### src/rtl/loss_pkg.sv
// Shared widths and FSM state encoding for the batch loss sequencer.
package loss_pkg;

  localparam int TGT_W_DEF  = 4;
  localparam int PRED_W_DEF = 21;
  localparam int LOSS_W_DEF = 42;
  localparam int CNT_W_DEF  = 8;
  localparam int ACC_W_DEF  = 48;

  typedef enum logic [2:0] {
    ST_IDLE = 3'd0,
    ST_LOAD = 3'd1,
    ST_CALC = 3'd2,
    ST_ACC  = 3'd3,
    ST_DONE = 3'd4
  } state_t;

endpackage

### src/rtl/loss_sat_accum.sv
// Saturating batch accumulator: clear, add a zero-extended addend, sticky saturation flag.
module loss_sat_accum #(
  parameter int LOSS_W = 42,
  parameter int ACC_W  = 48
) (
  input  logic              clk_i,
  input  logic              rst_i,
  input  logic              clear_i,
  input  logic              add_en_i,
  input  logic [LOSS_W-1:0] addend_i,
  output logic [ACC_W-1:0]  sum_o,
  output logic              sat_o
);

  logic [ACC_W-1:0] sum_q;
  logic             sat_q;
  logic [ACC_W:0]   sum_d;

  // One spare bit catches the carry-out that signals saturation.
  assign sum_d = {1'b0, sum_q} + {{(ACC_W + 1 - LOSS_W){1'b0}}, addend_i};

  always_ff @(posedge clk_i) begin
    if (!rst_i) begin
      sum_q <= '0;
      sat_q <= 1'b0;
    end else if (clear_i) begin
      sum_q <= '0;
      sat_q <= 1'b0;
    end else if (add_en_i) begin
      if (sum_d[ACC_W]) begin
        sum_q <= '1;
        sat_q <= 1'b1;
      end else begin
        sum_q <= sum_d[ACC_W-1:0];
      end
    end
  end

  assign sum_o = sum_q;
  assign sat_o = sat_q;

endmodule

### src/rtl/loss_batch_ctrl.sv
// Batch sequencer for the squared-error loss unit: accepts samples, issues them one at a
// time, accumulates the returned losses and reports a saturating batch total.
module loss_batch_ctrl
  import loss_pkg::*;
#(
  parameter int TGT_W  = TGT_W_DEF,
  parameter int PRED_W = PRED_W_DEF,
  parameter int LOSS_W = LOSS_W_DEF,
  parameter int CNT_W  = CNT_W_DEF,
  parameter int ACC_W  = ACC_W_DEF
) (
  input  logic              clk_i,
  input  logic              rst_i,
  input  logic              start_i,
  input  logic              abort_i,
  input  logic [CNT_W-1:0]  batch_len_i,
  input  logic              s_valid_i,
  output logic              s_ready_o,
  input  logic [TGT_W-1:0]  s_target_i,
  input  logic [PRED_W-1:0] s_pred_i,
  output logic              calc_en_o,
  output logic [TGT_W-1:0]  calc_target_o,
  output logic [PRED_W-1:0] calc_pred_o,
  input  logic [LOSS_W-1:0] calc_loss_i,
  output logic              busy_o,
  output logic              done_o,
  output logic [ACC_W-1:0]  loss_sum_o,
  output logic              sat_o
);

  state_t            state_q;
  logic [CNT_W-1:0]  remaining_q;
  logic [TGT_W-1:0]  calc_target_q;
  logic [PRED_W-1:0] calc_pred_q;
  logic [ACC_W-1:0]  loss_sum_q;
  logic [ACC_W-1:0]  acc_sum;
  logic              acc_sat;
  logic              start_go;
  logic              abort_go;

  assign start_go = (state_q == ST_IDLE) && start_i;
  assign abort_go = (state_q != ST_IDLE) && abort_i;

  // Clearing on abort also discards any loss still in flight from the unit.
  loss_sat_accum #(
    .LOSS_W (LOSS_W),
    .ACC_W  (ACC_W)
  ) u_accum (
    .clk_i    (clk_i),
    .rst_i    (rst_i),
    .clear_i  (start_go | abort_go),
    .add_en_i (state_q == ST_ACC),
    .addend_i (calc_loss_i),
    .sum_o    (acc_sum),
    .sat_o    (acc_sat)
  );

  always_ff @(posedge clk_i) begin
    if (!rst_i) begin
      state_q       <= ST_IDLE;
      remaining_q   <= '0;
      calc_target_q <= '0;
      calc_pred_q   <= '0;
      loss_sum_q    <= '0;
    end else if (abort_go) begin
      state_q    <= ST_IDLE;
      loss_sum_q <= '0;
    end else begin
      case (state_q)
        ST_IDLE: begin
          if (start_i) begin
            remaining_q <= batch_len_i;
            loss_sum_q  <= '0;
            state_q     <= (batch_len_i == '0) ? ST_DONE : ST_LOAD;
          end
        end
        ST_LOAD: begin
          if (s_valid_i) begin
            calc_target_q <= s_target_i;
            calc_pred_q   <= s_pred_i;
            state_q       <= ST_CALC;
          end
        end
        ST_CALC: state_q <= ST_ACC;
        ST_ACC: begin
          remaining_q <= remaining_q - CNT_W'(1);
          state_q     <= (remaining_q == CNT_W'(1)) ? ST_DONE : ST_LOAD;
        end
        ST_DONE: begin
          loss_sum_q <= acc_sum;
          state_q    <= ST_IDLE;
        end
        default: state_q <= ST_IDLE;
      endcase
    end
  end

  assign s_ready_o     = (state_q == ST_LOAD);
  assign calc_en_o     = (state_q == ST_CALC);
  assign busy_o        = (state_q != ST_IDLE);
  assign done_o        = (state_q == ST_DONE);
  assign calc_target_o = calc_target_q;
  assign calc_pred_o   = calc_pred_q;
  // The total is presented during the done cycle itself and held afterwards.
  assign loss_sum_o    = (state_q == ST_DONE) ? acc_sum : loss_sum_q;
  assign sat_o         = acc_sat;

endmodule
### config.mk
export PLATFORM = sky130hd
export DESIGN_NAME = loss_batch_ctrl
export DESIGN_NICKNAME = d
export VERILOG_FILES = /design/src/rtl/loss_pkg.sv /design/src/rtl/loss_sat_accum.sv /design/src/rtl/loss_batch_ctrl.sv
export SDC_FILE = /design/constraint.sdc
export NUM_CORES = 1
export LEC_CHECK = 0
export CAP_MARGIN = 20
export CORE_MARGIN = 1
export CORE_UTILIZATION = 29
export CTS_CLUSTER_DIAMETER = 150
export DETAILED_ROUTE_END_ITERATION = 8
export SKIP_CTS_REPAIR_TIMING = 1
export SLEW_MARGIN = 20
export SYNTH_ARGS = -nofsm -noshare
export SYNTH_HDL_FRONTEND = slang
export SYNTH_SLANG_ARGS = --single-unit
### constraint.sdc
create_clock -name clk_i -period 3.9 [get_ports clk_i]
set_input_delay 0.585 -clock clk_i [delete_from_list [all_inputs] [get_ports clk_i]]
set_output_delay 0.585 -clock clk_i [all_outputs]
set_load 0.02 [all_outputs]
=== Yosys cells after proc, flatten, opt, wreduce, memory -nomap -nowiden ===
Index checks and enable logic that the tools add are counted.

* Output and inout bits: 78
* Bits in registers: 133

* Mux-type cells: 11
* Reduce and logical (&&, ||, !) cells: 14
* Eq/ne operators: 7
* Bitwise gates (word level): 3
* Add/subtract/negate cells: 2

{| class="wikitable"
|+ Operators with widths
! operator !! number
|-
| two-way mux 48 bit || 3
|-
| case mux 48 bit (2 select lines) || 1
|-
| adder 48 x 42 -> 49 bit || 1
|-
| case mux 8 bit (2 select lines) || 1
|-
| two-way mux 3 bit || 4
|-
| case mux 3 bit (4 select lines) || 1
|-
| equality test 8 x 1 -> 1 bit (second input constant) || 1
|-
| zero test 8 bit || 1
|-
| two-way mux 8 bit || 1
|-
| subtractor 8 x 1 -> 8 bit (second input constant) || 1
|-
| equality test 3 x 2 -> 1 bit (second input constant) || 2
|-
| AND reduction 2 bit || 3
|-
| AND reduction 3 bit || 2
|-
| inequality test 2 bit (second input constant) || 2
|-
| nonzero test 2 bit || 2
|-
| OR reduction 2 bit || 2
|-
| equality test 3 x 1 -> 1 bit (second input constant) || 1
|-
| equality test 3 bit (second input constant) || 1
|-
| zero test 3 bit || 1
|-
| nonzero test 3 bit || 1
|-
| logical AND 1 bit || 2
|-
| inverter 1 bit || 2
|-
| OR 1 bit || 1
|}

=== Longest topological paths before layout ===
Gate-level depths: netlist of the first run.

* Depth in word-level cells: 4
* Depth in mapped cells: 13

=== Cells and area by module ===
A second synthesis of the first run with hierarchy kept.

* Cell total of the unflattened synthesis: 874
* Area total of the unflattened synthesis: 7872.6 µm²

{| class="wikitable"
|+ By module, submodules not included
! module !! area each (µm²) !! sequential area each (µm²) !! instances !! cells an instance
|-
| loss_sat_accum || 4371.7 || 980.9 || 1 || 541
|-
| loss_batch_ctrl || 3500.9 || 1681.6 || 1 || 333
|}

=== Least setup slack after synthesis of the first run ===
No wires, ideal clock.

* Kind: input to register
* Start point: input port calc_loss_i[0]
* End point: register u_accum.sum_q[10], in the netlist u_accum.sum_o[10]
* Slack: 0.681 ns
* Required time: 3.767 ns
* Path buffers: 1
* Stages on the path: 12
* Arrival time: 3.087 ns
* Cells stage by stage: ha_1 -> fa_1 -> a211oi_1 -> o31ai_4 -> o2111ai_2 -> a211oi_2 -> o21ai_1 -> o41a_1 -> o21ai_4 -> a21oi_2 -> clkbuf_1 -> a21oi_1

* Cells in the longest elaborated chain, start to end: 2

{| class="wikitable"
|+ Ends and longest elaborated chain
! item !! RTL line !! source
|-
| start, declared || loss_batch_ctrl.sv:24 || <nowiki>input logic [LOSS_W-1:0] calc_loss_i,</nowiki>
|-
| adder 48 x 42 -> 49 bit || loss_sat_accum.sv:20 || <nowiki>assign sum_d = {1'b0, sum_q} + {{(ACC_W + 1 - LOSS_W){1'b0}}, addend_i};</nowiki>
|-
| two-way mux 48 bit || loss_sat_accum.sv:30 || <nowiki>if (sum_d[ACC_W]) begin</nowiki>
|-
| end signal, assigned || loss_sat_accum.sv:34 || <nowiki>sum_q <= sum_d[ACC_W-1:0];</nowiki>
|-
| end, declared || loss_sat_accum.sv:15 || <nowiki>logic [ACC_W-1:0] sum_q;</nowiki>
|}

Every way passes these cells.
A chain may end at the register's enable or synchronous reset.

=== Worst setup path in the final report of the first run ===
* Start point: input port calc_loss_i[0]
* End point: register u_accum.sum_q[30], in the netlist u_accum.sum_o[30]

Same word-level chain as after synthesis.

==> out/qor.csv, run 1 <==
metric,value,unit
outcome,finished clean,
crit path DAT,3.75,ns
Netlist cell types,64,
root buffer cell,clkbuf_16,
PwrDens,335,mW/mm2
CP cell instances,"clkdlybuf4s50_1, ha_1, fa_1, a211oi_1, o31ai_4, o2111ai_2, a211oi_2, o21ai_1, o41a_1, o21ai_4, a21oi_2, buf_12, buf_4, a21oi_1",
initial antenna violation count,0,
Buf/Inv on CP,3,
Placed Cells,1339,
syn_nets,1005,
post-DP HPWL,15100,um
Final setup violation count,0,
Leak Pwr,4.09,nW
Crit-path slowest cell,fa_1,
Final Non-Filler Cells,1371,
async set or reset register ratio after synthesis,0,
row count,58,
# H-tree levels,4,
Compound-Gate Fraction of Synth Area,0.253,
WL final,20700,um
clock power share,0.447,
Die Height,163,um
nets,1153,
Mapped Cells,880,
Post-Syn Area,0.00753,mm2
area share of xor/xnor cells in the synthesized design,0.0453,
FF-to-FF End,u_accum.sum_o[30],
1st-iter DRT viols,501,
DRT antenna net count,0,
mux contribution to synthesized area,0.0731,
Final min period,3.46,ns
Top delay family on crit path,compound AO/OA/AOI/OAI gates,
reg2reg start,u_accum.sum_o[0],
startpoint types,input pin,
CTS tree,yes,
Post-synth EDFFs,0,
worst rel slew slack,0.339,
worst hold-check path type,reg2reg,
first-pass GRT wire length,32800,um
Sw Ratio,0.269,
Synth warnings,0,
grt total ovfl,0,
# port buffers,157,
Yosys reg bits,133,
Synth-to-Final Area Change,34.1,%
CP Capture Type,flip-flop,
vias in the first global route,6532,
main combinational cell family by area after synthesis,compound AO/OA/AOI/OAI gates,
die area,0.0266,mm2
cts bufs inserted,17,
fin crit share,0.886,
crit-path max cell delay,0.43,ns
prevailing post-synth register cell,dfxtp_1,
drt drc,0,
Sink Count,133,
CP Max Fanout,17,
WL/cell,15.1,um
Setup CP Type,in2reg,
Worst-Skew Late Latency,0.42,ns
WHS Endpoint,calc_pred_o[18],
Ports,158,
Sw Pwr,0.910,mW
largest net degree at the start of global routing,93,
RSZ-0062 raised after global routing,false,
peak supply drop,0.220,mV
n_diodes,0,
CTS max path bufs,2,
total track usage,0.155,
post-layout util,0.399,
gp weighted congestion,0.854,
Worst Hold Launch,calc_pred_o[18],
Required @ worst endpoint,4.19,ns
Max Cap Violations,0,
Flop pwr share,0.417,
"CTS clk-pin slew, worst paths",0.06,ns
R2R setup slack,0.70,ns
routed via count,6808,
Clock Skews,0.0143,ns
Internal Power,2.48,mW
register area share after synthesis,0.353,
Synth Area in Adders,0.0757,
"commonest non-fill, non-tap cell in the layout",clkdlybuf4s50_1,
average vias per placed instance,4.97,
Initial Util,0.297,
share of cells above drive strength 1,0.126,
hold path depth,2,
Least-Margin Pin Slew,0.988,ns
most frequent cells in the layout,"157 x clkdlybuf4s50_1, 133 x dfxtp_1, 94 x nand2_1, 94 x a21oi_1, 69 x o21ai_0",
Die Width,163,um
Achievable Freq,289,MHz
total core area,0.0253,mm2
"Hold Violations, Final",0,
syn_area_per_cell,8.56,um2
combinational power share,0.136,
Hold WS,0.462,ns
simple-gate share of the synthesized area,0.162,
Worst R2R Path Depth,13,
Initial DRT Pass Iterations,5,
Pins Over Slew Limit,0,
==> stage by stage <==
step | setup TNS (ns) | instance area (um2) | power (mW) | setup slack, ns
2_1_floorplan | 0 | 7530 | 1.70 | 0.681
3_3_place_gp | 0 | 9550 | 1.90 | 0.0626
3_5_place_dp | -0.0000338 | 9550 | 1.90 | -0.0000338
4_1_cts | 0 | 10100 | 3.44 | 0.440
5_1_grt | 0 | 10100 | 3.53 | 0.199
6_report | 0 | 10100 | 3.39 | 0.445
==> flip-flops by register name, indices dropped and copies added, names as in the netlist <==
register       cells
loss_sum_q        48
u_accum.sum_o     48
calc_pred_o       21
remaining_q        8
calc_target_o      4
state_q            3
u_accum.sat_o      1
==> tightest hold or removal path: stages, from the launching register on <==
cell	delay, ns
dfxtp_1	0.30
nand2_1	0.05
a21boi_0	0.06
==> routing by layer <==
metal / wire, um / track usage / up-vias
met3: 1040 / 0.0279 / 16
met1: 10100 / 0.204 / 3169
met5: 0 / 0 / -
met4: 267 / 0.0510 / 0
met2: 9320 / 0.256 / 169
li1: - / - / 3454
==> power groups by stage <==
stage          clock network, mW  registers (mW)  logic [mW]
2_1_floorplan                  0            1.45       0.248
5_1_grt                     1.61            1.42       0.507
6_report                    1.51            1.41       0.459
4_1_cts                     1.56            1.41       0.461
3_5_place_dp                   0            1.44       0.458
3_3_place_gp                   0            1.44       0.458
==> cell usage after synthesis, drive strengths merged (13+ instances only) <==
cell type,n,area share
mux2,48,0.072
nor2,40,0.020
clkbuf,48,0.024
a21boi,29,0.029
dfxtp,133,0.35
inv,13,0.0065
nand2,95,0.048
ha,44,0.073
a21oi,97,0.065
xnor2,23,0.027
a21o,30,0.030
xor2,16,0.019
and2,53,0.044
o21ai,71,0.049
==> cell families after synthesis <==
kind of cell | after synthesis
AOI/OAI and AO/OA | 296
and+or+nand+nor | 250
DFF | 133
buffers and inverters | 68
muxes | 49
adders and majority gates | 45
xor gates and xnor gates | 39
==> final cells by class <==
type,instances,area [um2]
inverters,13,48.8
well taps,330,413
clock inverters,15,129
multi-input cells,679,4620
repair buffers,184,1810
flip-flops and latches,133,2660
fillers,2588,15200
clock buffers,17,425
==> worst max path at each step <==
stage | start | end | slack (ns) | cells past startpoint
CTS | calc_loss_i[0] | u_accum.sum_o[30] | 0.44 | 14
finish | calc_loss_i[0] | u_accum.sum_o[30] | 0.44 | 14
global placement | calc_loss_i[0] | u_accum.sum_o[30] | 0.06 | 14
detailed placement | calc_loss_i[0] | u_accum.sum_o[30] | -0.00003 | 14
global route | calc_loss_i[0] | u_accum.sum_o[30] | 0.20 | 14
floorplan | calc_loss_i[0] | u_accum.sum_o[10] | 0.68 | 12
Power figures use the tool's default switching activity.
==> inputs of run 2 (changes only) <==
SLEW_MARGIN = not set   (was 20)
==> run 2 against run 1 <==
Against the previous run:
- die area did not move
- hold slack barely moved
- non-clock buffer count up 1
- global-route usage stayed put
- final cell count barely moved
- final area hardly changed
==> out/qor.csv, run 2 (synthesis gave the netlist of run 1 again) <==
metric,value,unit,change
Sink Count,133,,unchanged
outcome,finished clean,,
grt total ovfl,0,,unchanged
# port buffers,157,,unchanged
Leak Pwr,4.09,nW,about the same
WL final,20700,um,about the same
CP Max Fanout,17,,unchanged
initial antenna violation count,0,,unchanged
total core area,0.0253,mm2,unchanged
CTS tree,yes,,
Clock Skews,0.0140,ns,-0.000274 ns
peak supply drop,0.221,mV,+0.24%
first-pass GRT wire length,32800,um,unchanged
worst rel slew slack,0.342,,+0.00278
Worst-Skew Late Latency,0.42,ns,about the same
WL/cell,15.1,um,about the same
nets,1154,,+0.087%
Ports,158,,unchanged
Die Height,163,um,unchanged
# H-tree levels,4,,unchanged
crit path DAT,3.75,ns,about the same
Achievable Freq,289,MHz,about the same
n_diodes,0,,unchanged
# fillers,2587,,-0.039%
Max Cap Violations,0,,unchanged
die area,0.0266,mm2,unchanged
post-route setup TNS,0,ns,unchanged
share of cells above drive strength 1,0.126,,about the same
Final setup violation count,0,,unchanged
drt drc,0,,unchanged
Final min period,3.46,ns,+0.00233 ns
PwrDens,335,mW/mm2,about the same
RSZ-0062 raised after global routing,false,,
largest net degree at the start of global routing,93,,unchanged
total track usage,0.155,,unchanged
average vias per placed instance,4.95,,-0.25%
Die Width,163,um,unchanged
register area,0.00266,mm2,unchanged
Synth-to-Final Area Change,34.2,%,about the same
Least-Margin Pin Slew,0.984,ns,-0.00417 ns
"CTS clk-pin slew, worst paths",0.06,ns,about the same
Required @ worst endpoint,4.19,ns,about the same
row count,58,,unchanged
DRT antenna net count,0,,unchanged
"commonest non-fill, non-tap cell in the layout",clkdlybuf4s50_1,,
Initial Util,0.297,,unchanged
routed via count,6796,,-0.18%
cts bufs inserted,17,,unchanged
"Hold Violations, Final",0,,unchanged
1st-iter DRT viols,485,,-3.2%
startpoint types,input pin,,
area of the multi-input gates,0.00461,mm2,about the same
most frequent cells in the layout,"157 x clkdlybuf4s50_1, 133 x dfxtp_1, 95 x a21oi_1",,
CTS max path bufs,2,,unchanged
fin crit share,0.887,,about the same
Initial DRT Pass Iterations,5,,unchanged
gp weighted congestion,0.854,,unchanged
root buffer cell,clkbuf_16,,
post-layout util,0.399,,about the same
Hold WS,0.462,ns,-0.0000230 ns
worst hold-check path type,reg2reg,,
Pins Over Slew Limit,0,,unchanged
vias in the first global route,6532,,unchanged
CP Capture Type,flip-flop,,
Setup CP Type,in2reg,,
post-DP HPWL,15100,um,unchanged
==> run 2: changes by cell type in the layout (fill, tap and decap cells not counted), sizes merged <==
cell  change
buf       +1
==> run 2: critical path: stages <==
cell	delay [ns]
clkdlybuf4s50_1	0.40
ha_1	0.23
fa_1	0.43
a211oi_1	0.40
o31ai_4	0.12
o2111ai_2	0.26
a211oi_2	0.14
o21ai_1	0.22
o41a_1	0.24
o21ai_4	0.10
a21oi_2	0.18
buf_12	0.18
buf_4	0.16
a21oi_1	0.08
==> run 2: path summary, 6_finish.rpt <==
path / from / to / slack, ns / depth (start not counted)
worst max register to register: u_accum.sum_o[0] / u_accum.sum_o[30] / 0.70 / 13
worst min-delay path: calc_pred_o[18] / calc_pred_o[18] / 0.46 / 2
worst min register to register: calc_pred_o[18] / calc_pred_o[18] / 0.46 / 2
worst max-delay path: calc_loss_i[0] / u_accum.sum_o[30] / 0.44 / 14
==> run 2: through the flow <==
stage               cells  setup WS [ns]  power [mW]  area [um2]
floorplan             880          0.681        1.70        7530
global placement     1339         0.0626        1.90        9550
detailed placement   1339     -0.0000338        1.90        9550
CTS                  1371          0.440        3.44       10100
global route         1372          0.199        3.53       10100
finish               1372          0.443        3.39       10100
==> run 2: area by class of cell <==
cell class | instances | share of cell area
flip-flops and latches | 133 | 0.263
repair buffers | 185 | 0.180
clock buffers | 17 | 0.0421
multi-input cells | 679 | 0.456
inverters | 13 | 0.00483
well taps | 330 | 0.0408
clock inverters | 15 | 0.0127
==> run 2: metal layers <==
metal  vias up  global-route usage  wire (um)  part of all wire
met5         -                   0          0                 0
met1      3158               0.204      10100              0.49
met3        14              0.0279       1000             0.048
met4         0              0.0510        254             0.012
li1       3454                   -          -                 -
met2       170               0.256       9320              0.45
==> run 2: report_power, final <==
part | switching, mW | total (mW) | internal (mW)
Sequential | 0.0251 | 1.41 | 1.39
Clock | 0.637 | 1.51 | 0.877
Combinational | 0.247 | 0.460 | 0.213
Total | 0.909 | 3.39 | 2.48
==> inputs of run 3 (changes only) <==
CORE_UTILIZATION = 27   (was 29)
==> run 3 against run 2 <==
Against the previous run:
- highest routed layer unchanged
- sequential power about the same
- wire length increased by 2.8%
- sequential cell count did not move
- critical endpoint is now u_accum.sum_o[16]
- setup slack lost 0.10 ns
- die area increased by 7.3%
- total power grew 5.8%
- largest power group unchanged
- first-iteration DRC count shrank 9.7%
- final area grew 1.0%
==> out/qor.csv, run 3 (synthesis gave the netlist of run 1 again) <==
metric,value,unit,change
R2R setup slack,0.61,ns,-0.09 ns
met1 GRT Util,0.195,,-0.00863
Pins Over Slew Limit,0,,unchanged
first-pass GRT wire length,34000,um,+3.6%
"CTS clk-pin slew, worst paths",0.05,ns,about the same
Clock Skews,0.0126,ns,-0.00140 ns
Die Width,169,um,+3.6%
PwrDens,351,mW/mm2,+4.7%
vias in the first global route,6491,,-0.63%
DP Worst Slack,-0.0911,ns,-0.0910 ns
Least-Margin Pin Slew,0.943,ns,-0.0409 ns
Initial Util,0.277,,-0.0202
Final setup violation count,0,,unchanged
"Hold Violations, Final",0,,unchanged
combinational power share,0.128,,-0.008
CP Capture Type,flip-flop,,
1st-iter DRT viols,438,,-9.7%
RSZ-0062 raised after global routing,false,,
worst hold-check path type,reg2reg,,
post-DP HPWL,15300,um,+1.5%
hold path depth,2,,unchanged
drt drc,0,,unchanged
CTS tree,yes,,
crit path DAT,3.86,ns,+0.11 ns
grt total ovfl,0,,unchanged
row count,60,,+3.4%
"commonest non-fill, non-tap cell in the layout",clkdlybuf4s50_1,,
post-route setup TNS,0,ns,unchanged
nets,1154,,unchanged
DRT antenna net count,0,,unchanged
peak supply drop,0.264,mV,+19%
Worst-Skew Late Latency,0.43,ns,about the same
grt peak-use layer,met2,,
die area,0.0286,mm2,+7.3%
WHS Endpoint,calc_pred_o[0],,
grt met3 use,0.0337,,+0.00574
total core area,0.0272,mm2,+7.3%
FF-to-FF End,u_accum.sum_o[16],,
WL/cell,15.0,um,-0.31%
Final min period,3.56,ns,+0.100 ns
Sw Ratio,0.255,,-0.0139
GR Util met2,0.245,,-0.0104
Worst R2R Path Depth,13,,unchanged
CTS max path bufs,2,,unchanged
Internal Power,2.67,mW,+7.8%
most frequent cells in the layout,"157 x clkdlybuf4s50_1, 133 x dfxtp_1, 95 x a21oi_1",,
Placed Cells,1382,,+3.2%
outcome,finished clean,,
Final Non-Filler Cells,1415,,+3.1%
Achievable Freq,281,MHz,-2.8%
Die Height,169,um,+3.6%
Ports,158,,unchanged
Leak Pwr,4.12,nW,+0.51%
largest net degree at the start of global routing,93,,unchanged
# H-tree levels,4,,unchanged
fin crit share,0.912,,+0.0256
total track usage,0.150,,-0.00581
register area,0.00266,mm2,unchanged
WL final,21300,um,+2.8%
Hold WS,0.459,ns,-0.00302 ns
Flop pwr share,0.394,,-0.023
clock power share,0.478,,+0.031
cts bufs inserted,17,,unchanged
Initial DRT Pass Iterations,5,,unchanged
setup ws final,0.343,ns,-0.100 ns
startpoint types,input pin,,
Worst Hold Launch,calc_pred_o[0],,
Max Cap Violations,0,,unchanged
CP Max Fanout,15,,-2
initial antenna violation count,1,,+1
share of cells above drive strength 1,0.123,,-0.00288
gp weighted congestion,0.843,,-1.3%
# fillers,2814,,+8.8%
Sink Count,133,,unchanged
root buffer cell,clkbuf_16,,
Sw Pwr,0.912,mW,+0.32%
routed via count,6727,,-1.0%
worst rel slew slack,0.369,,+0.0273
Synth-to-Final Area Change,35.6,%,
Required @ worst endpoint,4.20,ns,about the same
# port buffers,157,,unchanged
average vias per placed instance,4.75,,-4.0%
Setup CP Type,in2reg,,
reg2reg start,u_accum.sum_o[0],,
area of the multi-input gates,0.00461,mm2,unchanged
## run 3: changes by cell type in the layout (fill, tap and decap cells not counted), sizes merged
cell and delta:
inv -2, clkinv -3, clkbuf +3, bufinv +3
clkinvlp -1, diode +1
## run 3: critical path: stages
cell and delay (ns):
clkdlybuf4s50_1 0.41, ha_1 0.22, fa_1 0.43, a211oi_1 0.30, buf_4 0.17, o31ai_4 0.07, o2111ai_2 0.26, a211oi_2 0.15
o21ai_1 0.26, o41a_1 0.28, o21ai_4 0.10, a21oi_2 0.25, buf_4 0.27, a21oi_1 0.09
## run 3: power groups by stage
stage / Clock [mW] / Sequential (mW) / Combinational [mW]
CTS: 1.76 / 1.41 / 0.460
global placement: 0 / 1.44 / 0.457
floorplan: 0 / 1.45 / 0.248
detailed placement: 0 / 1.44 / 0.457
finish: 1.71 / 1.41 / 0.458
global route: 1.82 / 1.42 / 0.505
## run 3: how the worst max path moves through the flow
stage | slack [ns] | cells past startpoint | start | end
after floorplan | 0.68 | 12 | calc_loss_i[0] | u_accum.sum_o[10]
after global placement | 0.02 | 14 | calc_loss_i[0] | u_accum.sum_o[14]
after detailed placement | -0.09 | 14 | calc_loss_i[0] | u_accum.sum_o[29]
after CTS | 0.35 | 14 | calc_loss_i[0] | u_accum.sum_o[29]
after global routing | 0.20 | 14 | calc_loss_i[0] | u_accum.sum_o[13]
final | 0.34 | 14 | calc_loss_i[0] | u_accum.sum_o[16]
## run 3: per-layer routing
layer,part of all wire,wire [um]
met5,0,0
met4,0.014,289
met3,0.046,978
met2,0.45,9650
met1,0.49,10400
## run 3: final cells by class
cell class,instances,area share
Antenna cell,1,0.000245
Timing Repair Buffer,185,0.177
Multi-Input combinational cell,679,0.452
Clock inverter,12,0.0175
Tap cell,372,0.0456
Inverter,13,0.00478
Clock buffer,20,0.0428
Sequential cell,133,0.261
## run 3: metrics by stage
step / area (um2) / utilization / total power, mW
after floorplan: 7530 / - / 1.70
after global placement: 9600 / 0.353 / 1.90
after detailed placement: 9600 / 0.353 / 1.90
after CTS: 10200 / 0.376 / 3.63
after global routing: 10200 / 0.376 / 3.75
final: 10200 / 0.376 / 3.58
